$ cat config.mk
export PLATFORM = sky130hd
export DESIGN_NAME = dpram_burst_reader
export DESIGN_NICKNAME = d
export VERILOG_FILES = /design/src/rtl/dpram_burst_reader.sv
export SDC_FILE = /design/constraint.sdc
export NUM_CORES = 1
export LEC_CHECK = 0
export ABC_AREA = 0
export BUFFER_PORTS_ARGS = -buffer_cell sky130_fd_sc_hd__clkbuf_2
export CAP_MARGIN = 20
export CORE_UTILIZATION = 35
export DETAILED_ROUTE_END_ITERATION = 6
export PLACE_DENSITY = 0.62
export SKIP_LAST_GASP = 1
export SLEW_MARGIN = 20
export SYNTH_ARGS = -nofsm -noshare
export SYNTH_HDL_FRONTEND = slang
export SYNTH_SLANG_ARGS = --single-unit
$ cat constraint.sdc
create_clock -name clk_i -period 2.05 [get_ports clk_i]
set_input_delay 0.3075 -clock clk_i [delete_from_list [all_inputs] [get_ports clk_i]]
set_output_delay 0.3075 -clock clk_i [all_outputs]
set_load 0.02 [all_outputs]
$ cat src/rtl/dpram_burst_reader.sv
// dpram_burst_reader: read-side master for a 16x8 dual-port RAM.
// Fetches a burst of consecutive words from the RAM read port and streams
// them out over a valid/ready interface at up to one word per cycle.
module dpram_burst_reader #(
    parameter int ADDR_W = 4,
    parameter int DATA_W = 8
) (
    input  logic              clk_i,
    input  logic              rst_i,
    input  logic              start_i,
    input  logic [ADDR_W-1:0] start_addr_i,
    input  logic [ADDR_W:0]   burst_len_i,
    output logic [ADDR_W-1:0] mem_addr_o,
    input  logic [DATA_W-1:0] mem_rdata_i,
    output logic [DATA_W-1:0] m_data_o,
    output logic              m_valid_o,
    input  logic              m_ready_i,
    output logic              m_last_o,
    output logic              busy_o,
    output logic              done_o
);

    localparam int DEPTH = 2 ** ADDR_W;
    // Word count is one bit wider than the address so a full-depth burst fits.
    localparam logic [ADDR_W:0] DEPTH_CNT = (ADDR_W + 1)'(DEPTH);
    localparam logic [ADDR_W:0] CNT_ONE   = (ADDR_W + 1)'(1);
    localparam logic [ADDR_W:0] CNT_TWO   = (ADDR_W + 1)'(2);

    typedef enum logic [1:0] {
        S_IDLE,
        S_FETCH,
        S_SEND
    } state_e;

    state_e              state_q, state_d;
    logic [ADDR_W:0]     remaining_q, remaining_d;
    logic [ADDR_W-1:0]   mem_addr_q, mem_addr_d;
    logic [DATA_W-1:0]   m_data_q, m_data_d;
    logic                m_valid_q, m_valid_d;
    logic                m_last_q, m_last_d;
    logic                busy_q, busy_d;
    logic                done_q, done_d;

    logic                handshake;
    logic                len_zero;
    logic [ADDR_W:0]     len_sat;

    assign handshake = m_valid_q && m_ready_i;
    assign len_zero  = (burst_len_i == '0);
    assign len_sat   = (burst_len_i > DEPTH_CNT) ? DEPTH_CNT : burst_len_i;

    // State and datapath registers with synchronous reset.
    // NOTE: sequential state uses non-blocking assignments so every register
    // samples the pre-edge values of the others, independent of statement order.
    always_ff @(posedge clk_i) begin
        if (rst_i) begin
            state_q     <= S_IDLE;
            remaining_q <= '0;
            mem_addr_q  <= '0;
            m_data_q    <= '0;
            m_valid_q   <= 1'b0;
            m_last_q    <= 1'b0;
            busy_q      <= 1'b0;
            done_q      <= 1'b0;
        end else begin
            state_q     <= state_d;
            remaining_q <= remaining_d;
            mem_addr_q  <= mem_addr_d;
            m_data_q    <= m_data_d;
            m_valid_q   <= m_valid_d;
            m_last_q    <= m_last_d;
            busy_q      <= busy_d;
            done_q      <= done_d;
        end
    end

    // Next-state logic: IDLE -> FETCH on a non-empty request, one FETCH
    // cycle to prime the output register, then SEND until the last handshake.
    always_comb begin
        // NOTE: a default assignment ahead of the case keeps every path
        // assigned, so no latch is inferred.
        state_d = state_q;
        case (state_q)
            S_IDLE:  if (start_i && !len_zero) state_d = S_FETCH;
            S_FETCH: state_d = S_SEND;
            S_SEND:  if (handshake && m_last_q) state_d = S_IDLE;
            default: state_d = S_IDLE;
        endcase
    end

    // Output/datapath next values: registers hold unless the state acts on them;
    // done is a single-cycle pulse so it defaults low.
    always_comb begin
        remaining_d = remaining_q;
        mem_addr_d  = mem_addr_q;
        m_data_d    = m_data_q;
        m_valid_d   = m_valid_q;
        m_last_d    = m_last_q;
        busy_d      = busy_q;
        done_d      = 1'b0;
        case (state_q)
            S_IDLE: begin
                if (start_i) begin
                    if (len_zero) begin
                        done_d = 1'b1;
                    end else begin
                        remaining_d = len_sat;
                        mem_addr_d  = start_addr_i;
                        busy_d      = 1'b1;
                    end
                end
            end
            S_FETCH: begin
                m_data_d   = mem_rdata_i;
                m_valid_d  = 1'b1;
                m_last_d   = (remaining_q == CNT_ONE);
                mem_addr_d = mem_addr_q + 1'b1;
            end
            S_SEND: begin
                if (handshake) begin
                    if (m_last_q) begin
                        remaining_d = '0;
                        m_valid_d   = 1'b0;
                        m_last_d    = 1'b0;
                        busy_d      = 1'b0;
                        done_d      = 1'b1;
                    end else begin
                        // Address wraps modulo DEPTH through natural overflow.
                        m_data_d    = mem_rdata_i;
                        remaining_d = remaining_q - 1'b1;
                        m_last_d    = (remaining_q == CNT_TWO);
                        mem_addr_d  = mem_addr_q + 1'b1;
                    end
                end
            end
            default: begin
                remaining_d = '0;
            end
        endcase
    end

    assign mem_addr_o = mem_addr_q;
    assign m_data_o   = m_data_q;
    assign m_valid_o  = m_valid_q;
    assign m_last_o   = m_last_q;
    assign busy_o     = busy_q;
    assign done_o     = done_q;

endmodule

After elaboration in Yosys (flattened, before gate mapping). Cells that the tools add are included.

Word-level logic and storage cells: 70. Output and inout bits: 16. Flip-flop bits (word level): 23. Input port bits: 21.

Equal/unequal tests: 11. $add $sub $neg: 2. Muxes and demuxes: 31. Bitwise operators: 1. $lt $le $gt $ge: 1. Reduce and logical (&&, ||, !) cells: 16.

Operator list (count): $mux 5 (5); $mux 4 (4); $mux 8 (2); $pmux 8 s2 (1); $pmux 5 s3 (1); $ne 2x2->1 const B (7); $pmux 4 s3 (1); $mux 1 (10); $reduce_and 5->1 (2); $pmux 1 s2 (4); $pmux 2 s3 (1); $reduce_and 3->1 (2); $eq 5x1->1 const B (1); $eq 5x2->1 const B (1); $gt 5x5->1 const B (1); $logic_not 5->1 (1); $sub 5x1->5 const B (1); $add 4x1->4 const B (1); $mux 2 (2); $reduce_and 2->1 (2); $reduce_and 4->1 (1); $reduce_bool 2->1 (2); $logic_and 1x1->1 (3); $reduce_bool 3->1 (1); other kinds (5) (5).

Depth between registers and ports, before layout.
Depth after elaboration: 5. Gate-level depth with buffers: 8. Depth with buffers taken out: 6.

Worst setup path after synthesis. Ideal clock, no wire load.

Kind: reg2reg. From: reg state_q[0]. To: reg remaining_q[2]. Period minus slack after synthesis: 1673 ps. Path slack: 377 ps. Stages on the path, launching flop included: 9. Buffers on the path: 2. Required time: 1933 ps. Library setup time: 117 ps. Arrival: 1555 ps. Path through: dfxtp_1 -> inv_1 -> ha_1 -> buf_2 -> a21bo_2 -> o2111a_1 -> buf_6 -> o21ai_0 -> a32o_1.

Word-level cells in the longest chain between the ends: 3. Elaborated cells on any way between the ends: 9. Those cells by class: 5 x eq/ne; 1 x mux; 1 x bitwise; 2 x reduce/logical.

Ends and longest elaborated chain: start, declared (RTL line 35) `state_e state_q, state_d;`; start signal, assigned (RTL line 66) `state_q <= state_d;`; $eq 2x2->1 (tied with other cells) (RTL line 101) `case (state_q)`; $ne 2x2->1 (no source line) or $not 1->1 (tied branches); $reduce_and 4->1 (no source line); end signal, assigned (RTL line 67) `remaining_q <= remaining_d;`; end, declared (RTL line 36) `logic [ADDR_W:0] remaining_q, remaining_d;`.

Parallel ways exist; a longest one is shown, timed or not. A chain may end at the register's enable or synchronous reset.

Final worst setup path.
From: reg state_q[0]. To: reg mem_addr_q[0], in the netlist mem_addr_o[0].

Word-level cells in the longest chain between the ends: 3. Elaborated cells on any way between the ends: 10. Those cells by class: 6 x eq/ne; 1 x mux; 3 x reduce/logical.

Ends and longest elaborated chain: $eq 2x2->1 (tied with other cells) (RTL line 101); $ne 2x2->1 (no source line) or $reduce_bool 3->1 (tied branches); $reduce_and 5->1 (no source line); end signal, assigned (RTL line 68) `mem_addr_q <= mem_addr_d;`; end, declared (RTL line 37) `logic [ADDR_W-1:0] mem_addr_q, mem_addr_d;`.

Parallel ways exist; a longest one is shown, timed or not.

==> results.toml <==
[status]
run_status = "complete, no violations"

[placed_design]
io_buffers = 36
place_area_um2 = 1480
gp_congestion = 0.818
dpl.hpwl_mm = 2.13

[power_and_ir_drop]
power_uw = 2110
cellLeakagePower_uw = 0.000663
vdd_drop_max_uv = 540
p_per_area_nw_per_um2 = 1400

[drt]
drtPass1Iterations = 4
first_iter_violations = 43
detail-route-antenna-nets = 0
postRouteWirelength_mm = 2.78
route.detailed.drc = 0
avgRoutedWirePerCell_um = 12.3
vias = 1153
viasPerCell = 5.10

[final_layout]
area_growth_pct = 20.6
regArea_um2 = 460
fill_cells = 336
drive_gt1_share_pct = 26.7
diodes = 0
nNetsFinal = 211
multi_input_area_um2 = 729
final_area_um2 = 1510
final_util_pct = 44.6

[sta]
rsz0062_at_grt = "yes"
finalCriticalPeriod_ns = 1.84
post-route-period-util_pct = 89.6
drv_slew = 0
hold_viol_final = 0
worstMarginPinSlew_ns = 0.626
clock_skew_ns = 0.00175
fmax_ghz = 0.544
final-setup-viol-count = 0
final.setup.tns_ns = 0
slew_headroom_pct = 57.9

[synth]
synth_seq_cells = 23
synth-edff-count = 0
synth-main-ff-cell = "dfxtp_1"
syn_nets = 174
synth_common_cells = "23 x dfxtp_1, 16 x nor2_1, 11 x a21oi_1, 11 x inv_1, 10 x mux2i_1"
synthDistinctLibCells = 39
async_flop_share_pct = 0
synth_warnings = 0
avgSynthCellArea_um2 = 8.71
yosysMostFrequentCell = "dfxtp_1"
synth_top_area_share_pct = 36.7
ys_seq_area_share_pct = 36.7
synthTopCellsByArea = "dfxtp_1 37%, ha_1 9.0%, mux2i_1 8.0%, nor2_1 4.8%, a21oi_1 4.4%"
synth_top_area_cell = "dfxtp_1"
syn-cell-area_um2 = 1250
synth_cells = 144

[global_routing]
grt_pass1_vias = 1021
grtUsageTotal_pct = 15.9
antenna_found_initial = 0
grt_start_max_net_pins = 24
overflow = 0
grt_pass1_wl_mm = 4.51

[setup_path]
r2r_start = "state_q[0]"
worstPathRequired_ns = 2.27
start_kind = "flip-flop"
arrival_ns = 2.06
end_kind = "flip-flop"
critPathLaunch = "state_q[0]"
cp_max_fo = 10
worstSetupPathType = "flip-flop to flip-flop"

[clocking]
htreeDepth = 1
cts_tree = "done"
cts.sinks = 23
cts_setup_buffers = 0
cts_made_buffers = 3
cts.clk_slew.worst_paths_ns = 0.13
root_buffer = "clkbuf_4"
clock_latency_ns = 0.31
clockBufferDepth = 2

[job]
drv_cap = 0

[floorplanning]
die_area_um2 = 3830
start_util_pct = 37.0
die_w_um = 61.9
die_h_um = 61.9
ioPinCount = 37
rows = 21
core_um2 = 3390

[hold_path]
hold_path.class = "input pin to flip-flop"
hp-start = "mem_rdata_i[1]"
power breakdown:
group,total (µW),internal [µW],switching [µW]
logic,1170,496,669
registers,736,598,137
clock network,213,72.8,140
total,2110,1170,946
sequential cells by signal, indices dropped and copies added, names as in the netlist:
signal,flops
state_q,2
done_o,1
remaining_q,5
m_last_o,1
m_data_o,8
m_valid_o,1
mem_addr_o,4
busy_o,1
cell usage in the layout, fill, tap and decap left out, types with 2 or more instances in the layout:
cell	synthesis	layout
xor2_1	2	2
inv_1	11	11
nand3_1	2	2
clkbuf_2	0	36
buf_4	0	2
nor2b_1	2	2
a211oi_1	2	2
mux2i_1	10	10
a22oi_1	4	4
nand2b_1	5	5
nand4_1	2	2
clkbuf_4	0	3
o21ai_0	5	5
dfxtp_1	23	23
nor3_1	4	4
ha_1	9	9
or3_1	2	2
nor2_1	16	16
a32o_1	2	2
nand2_1	8	8
a21oi_1	11	11
per-layer routing:
metal	share of wire, %	vias to the layer above	GRT usage, %
met5	0	-	0
met4	0.72	0	6.67
met3	4.2	2	2.69
met2	46	26	25.2
met1	49	537	21.3
li1	-	588	-
worst max-delay path: stages, from the launching register on:
cell,delay (ns)
dfxtp_1,0.42
inv_1,0.08
ha_1,0.28
nor2b_1,0.24
a21boi_4,0.31
nand2_1,0.11
o41ai_1,0.30
cell type report:
| class | count | share of cell area (%) |
|---|---|---|
| Tap cell | 46 | 3.81 |
| Multi-Input combinational cell | 104 | 48.3 |
| Clock inverter | 1 | 0.331 |
| Inverter | 11 | 2.73 |
| Sequential cell | 23 | 30.5 |
| Timing Repair Buffer | 38 | 12.9 |
| Clock buffer | 3 | 1.49 |
metrics by stage:
step | std cells | setup WS (ns) | hold WS, ns
floorplan | 144 | 0.377 | 0.409
global placement | 222 | 0.265 | 0.457
detailed placement | 222 | 0.129 | 0.468
CTS | 226 | 0.0964 | 0.215
global route | 226 | -0.0151 | 0.211
finish | 226 | 0.213 | 0.226
repair_timing:
item                       in CTS  in global routing
hold buffers                    0                  0
setup endpoints to repair       0                  3
hold endpoints to repair        0                  0
gates resized for setup         0                  2
cell families after synthesis:
logic type	synth area share [%]
flops	36.7
compound gates	21.0
simple gates	18.2
buf+inv	5.79
xor+xnor	1.40
mux	7.98
fa+ha+maj	8.98
final timing paths:
path	to	slack, ns	cells past startpoint
setup / recovery	mem_addr_o[0]	0.21	6
setup reg to reg	mem_addr_o[0]	0.21	6
hold / removal	m_data_o[1]	0.23	3
hold reg to reg	busy_o	0.50	1
Note: power is estimated with default switching activity, not from simulation.
